===== src/rtl/aes_job_arbiter.sv =====
// Round-robin arbiter sharing one AES-128 context/core between NREQ requesters.
// Optional RUN-state watchdog enabled by defining AES_ARB_TIMEOUT_EN.
module aes_job_arbiter #(
  parameter int unsigned NREQ    = 4,
  parameter int unsigned TIMEOUT = 16
) (
  input  logic                 clk,
  input  logic                 rstn,
  input  logic [NREQ-1:0]      req,
  input  logic [NREQ*128-1:0]  req_data,
  input  logic [NREQ*128-1:0]  req_key,
  output logic [NREQ-1:0]      gnt,
  output logic                 core_start,
  output logic [127:0]         core_in,
  output logic [127:0]         core_key,
  input  logic                 core_done,
  input  logic [127:0]         core_out,
  output logic                 rsp_valid,
  input  logic                 rsp_ready,
  output logic [2:0]           rsp_id,
  output logic [127:0]         rsp_data,
  output logic                 rsp_err
);

  localparam int unsigned CW = (TIMEOUT > 15) ? $clog2(TIMEOUT + 1) : 4;

  typedef enum logic [1:0] {IDLE, RUN, RESP} state_t;

  state_t          state, state_nxt;
  logic [2:0]      ptr;
  logic [CW-1:0]   run_cnt;
  logic [2:0]      winner;
  logic            any_req;
  logic            done_q;
  logic            timeout_hit;
  logic [2*NREQ-1:0] req_rot;
  int unsigned     off;
  int unsigned     sum;

  // Rotate the request vector so bit 0 is the requester at ptr, then take the lowest set bit.
  always_comb begin
    any_req = 1'b0;
    off     = 0;
    sum     = 0;
    winner  = '0;
    req_rot = {req, req} >> ptr;
    for (int unsigned i = 0; i < NREQ; i++) begin
      if (!any_req && req_rot[i]) begin
        any_req = 1'b1;
        off     = i;
      end
    end
    sum = 32'(ptr) + off;
    if (sum >= NREQ) sum = sum - NREQ;
    winner = 3'(sum);
  end

  // done is stale on the first RUN cycle: the context only refreshes it while start is high.
  assign done_q = core_done && (run_cnt != '0);

`ifdef AES_ARB_TIMEOUT_EN
  assign timeout_hit = (state == RUN) && !done_q && (run_cnt == CW'(TIMEOUT - 1));
`else
  assign timeout_hit = 1'b0;
`endif

  always_comb begin
    state_nxt  = state;
    gnt        = '0;
    core_start = 1'b0;
    rsp_valid  = 1'b0;
    case (state)
      IDLE: begin
        if (rstn && any_req) begin
          gnt       = {{(NREQ-1){1'b0}}, 1'b1} << winner;
          state_nxt = RUN;
        end
      end
      RUN: begin
        core_start = rstn && !done_q && !timeout_hit;
        if (done_q || timeout_hit) state_nxt = RESP;
      end
      RESP: begin
        rsp_valid = 1'b1;
        if (rsp_ready) state_nxt = IDLE;
      end
      default: state_nxt = IDLE;
    endcase
  end

  always_ff @(posedge clk) begin
    if (!rstn) begin
      state    <= IDLE;
      ptr      <= '0;
      run_cnt  <= '0;
      core_in  <= '0;
      core_key <= '0;
      rsp_id   <= '0;
      rsp_data <= '0;
    end else begin
      state <= state_nxt;
      case (state)
        IDLE: begin
          if (any_req) begin
            core_in  <= req_data[128*winner +: 128];
            core_key <= req_key[128*winner +: 128];
            rsp_id   <= winner;
            ptr      <= (winner == 3'(NREQ - 1)) ? '0 : winner + 3'd1;
            run_cnt  <= '0;
          end
        end
        RUN: begin
          if (done_q) rsp_data <= core_out;
          else if (timeout_hit) rsp_data <= '0;
          if (run_cnt != '1) run_cnt <= run_cnt + 1'b1;
        end
        default: ;
      endcase
    end
  end

`ifdef AES_ARB_TIMEOUT_EN
  always_ff @(posedge clk) begin
    if (!rstn) begin
      rsp_err <= 1'b0;
    end else if (state == RUN) begin
      if (done_q) rsp_err <= 1'b0;
      else if (timeout_hit) rsp_err <= 1'b1;
    end
  end
`else
  assign rsp_err = 1'b0;
`endif

endmodule


===== config.mk =====
export PLATFORM = sky130hd
export DESIGN_NAME = aes_job_arbiter
export DESIGN_NICKNAME = d
export VERILOG_FILES = /design/src/rtl/aes_job_arbiter.sv
export SDC_FILE = /design/constraint.sdc
export NUM_CORES = 1
export LEC_CHECK = 0
export ABC_AREA = 0
export CORE_AREA = 2 2 606 608
export DETAILED_ROUTE_END_ITERATION = 6
export DIE_AREA = 0 0 608 610
export GPL_TIMING_DRIVEN = 1
export SYNTH_ARGS = -nofsm -noshare
export SYNTH_HDL_FRONTEND = slang
export SYNTH_SLANG_ARGS = --single-unit

===== constraint.sdc =====
create_clock -name clk -period 7.2 [get_ports clk]
set_input_delay 2.16 -clock clk [delete_from_list [all_inputs] [get_ports clk]]
set_output_delay 2.16 -clock clk [all_outputs]
set_load 0.005 [all_outputs]

==> impl_metrics.ini <==
[status]
status = finished, final reports clean

[cells_and_area]
layout.cells.non_filler = 8579
design_area_um2 = 45500
areaGrowthSynthToFinish_pct = 106
drive_gt1_share_pct = 12.1
layout.nets = 4741
fillCellCount = 41546

[critical_path]
cp-end-kind = output port
timing.rr.end = core_key[23]$_SDFFE_PN0P_
critPathMaxFanout = 5
r2r_setup_slack_ns = 2.38
crit_path_start_kind = primary input
regToRegStartpoint = ptr[0]$_SDFFE_PN0P_
cp_data_arrival_time_ns = 4.92
crit_type = primary input to output port
required_ns = 5.04
r2r_cells = 10

[synth]
syn_area_um2 = 22100
yosysSeqAreaShare_pct = 35.9
yosys_warnings = 0
synth-async-reset-ratio_pct = 0
synth.distinct_cells = 48
ys.flop_type = dfxtp_1
syn_nets = 3347
syn_avg_cell_area_um2 = 10.2
synth_seq_cells = 397
synth_edf_count = 0
syn_inst = 2177

[detailed_routing]
via_per_inst = 3.38
detail_route.wl_per_cell_um = 39.2
first_pass_iters = 5
first_iter_violations = 3155
drc_errors = 0
vias = 29023
wirelength_mm = 337
ant_nets = 0

[sta]
tns_ns = 0
finalCritPeriodShare_pct = 98.3
setup_viol = 0
rsz0062_at_grt = no
max_slew_margin_pct = 2.70
tightest_slew_ns = 1.46
post-route-min-period_ns = 7.08
drv_slew = 0
clock_skew_ns = 0.0606
fmax_mhz = 141
hold_viol = 0

[place]
placed_area_um2 = 43000
dpl.cell_count = 8322
dp_hpwl_mm = 294
io_buffers = 1552
gp_congestion = 1.03

[floorplanning]
io_pins = 1554
fp.dieW_um = 608
fp.dieH_um = 610
dieArea_um2 = 371000
rows = 222
initial_core_util_pct = 6.08
coreArea_um2 = 364000

[global_route]
grt_pass1_vias = 26299
antenna_found_initial = 476
grt_overflow_total = 0
grtUsageTotal_pct = 17.4
grt_max_degree = 159
grt_pass1_wl_mm = 395

[clock_tree]
clkLatencyLatePin_ns = 0.79
clock-sinks = 397
cts_htree_levels = 2
cts_tree = yes
cts.clk_slew.worst_paths_ns = 0.06
cts_max_path_buffers = 3
ctsHoldBuffers = 0
root_buffer = clkbuf_16
cts_buffers = 61

[hold_path]
min_path_type = register to register
hold_path_end = core_in[18]$_SDFFE_PN0P_
hold_start = core_in[18]$_SDFFE_PN0P_
whs_path_depth = 2

[power]
vdd_ir_drop_max_uv = 412
p_leak_uw = 0.0137
finalPower_uw = 16800
powerDensity_nw_per_um2 = 370

[run]
maxCapViolCount = 0
==> power breakdown <==
group | switching [uW] | internal [uW]
clock network | 1470 | 1950
logic | 5280 | 4700
registers | 512 | 2950
==> layout by cell type (no fill, tap or decap), types with 4 or more instances in the layout <==
cell / count
dfxtp_1: 397
mux4_2: 256
buf_12: 12
inv_6: 5
bufinv_16: 7
clkinv_2: 6
ha_1: 6
buf_4: 46
inv_1: 6
nor3b_1: 4
nand2_1: 523
o21ai_0: 40
clkbuf_8: 11
clkinv_4: 4
nor2b_1: 4
clkbuf_16: 62
o21ai_1: 220
o2111ai_1: 257
a21boi_1: 66
nand3_1: 8
clkinvlp_4: 8
clkdlybuf4s50_1: 1545
a21boi_0: 64
clkbuf_1: 12
diode_2: 139
==> final cells by class <==
cell class,instances,area (um2),share of cell area [%]
tap,4816,6030,13.2
clock buffer,85,1750,3.84
inverter,7,26.3,0.0577
antenna,139,348,0.764
multi-input combinational,1497,12900,28.4
sequential,397,7950,17.5
clock inverter,31,409,0.899
timing repair buffer,1607,16100,35.4
==> flip-flops by register name, summed over array words and instances (netlist names) <==
name and count:
rsp_data 128, run_cnt 5, rsp_id 3, state 2
ptr 3, core_key 128, core_in 128
==> what timing repair did <==
item | 4_1_cts | 5_1_grt
cloned | 0 | 0
endpoints found under the setup margin | 4 | 2
resized for setup | 13 | 0
pin swaps | 2 | 1
setup buffers | 3 | 0
==> critical path, cell delays in order <==
cell and delay, ns:
clkdlybuf4s50_1 0.45, buf_4 0.16, or2_2 0.30, buf_4 0.14
nand4b_1 0.11, o31a_1 0.18, fa_4 0.73, ha_2 0.23
and3_1 0.18, clkdlybuf4s15_1 0.26
==> per-stage QoR <==
step / setup slack, ns / utilization (%) / hold WS [ns]
floorplan: 0.226 / - / 0.445
global placement: -0.434 / 11.8 / 0.436
detailed placement: -0.433 / 11.8 / 0.440
CTS: 0.0442 / 12.4 / 0.448
global route: 0.0235 / 12.4 / 0.460
finish: 0.121 / 12.5 / 0.445
==> cell usage after synthesis, types with 2 or more instances <==
cell,count,area (um2)
a21oi_1,3,15.0
a21boi_1,66,495
and3_1,6,37.5
buf_2,58,290
clkbuf_2,2,10.0
o21a_1,4,30.0
dfxtp_1,397,7950
nor2_1,3,11.3
mux2i_1,3,30.0
xor2_1,2,17.5
inv_1,7,26.3
a21boi_0,64,480
buf_4,8,60.1
nand3_1,9,45.0
mux4_2,256,5770
nor3b_1,4,30.0
ha_1,9,113
buf_6,29,327
o2111ai_1,257,2250
nor2b_1,4,25.0
buf_1,4,15.0
clkbuf_1,175,657
o21ai_1,220,1100
o21ai_0,40,200
nand2_1,523,1960
a21o_1,2,15.0
==> routing by layer <==
layer  GRT usage [%]  up-vias  share of wire (%)
li1                -    11338                  -
met1            16.8    14022                 32
met2            28.3     2425                 45
met3            13.6      932                 18
met4            5.53      306                4.6
met5               0        -               0.60
==> cell families after synthesis <==
logic type                 share of synthesized area, %
AOI/OAI and AO/OA                                  21.1
xor gates and xnor gates                         0.0791
adders and majority gates                         0.599
buffers and inverters                              6.25
DFF                                                35.9
muxes                                              26.2
other                                            0.0169
and+or+nand+nor                                    9.86
==> how the worst max path moves through the flow <==
| stage | start | to | slack [ns] | cells after the start |
|---|---|---|---|---|
| floorplan | req[2] | gnt[3] | 0.23 | 10 |
| global placement | req[2] | gnt[1] | -0.43 | 11 |
| detailed placement | req[2] | gnt[1] | -0.43 | 11 |
| CTS | req[1] | gnt[3] | 0.04 | 12 |
| global route | req[1] | gnt[1] | 0.02 | 10 |
| finish | req[1] | gnt[1] | 0.12 | 10 |
(Power assumes the default switching activity.)
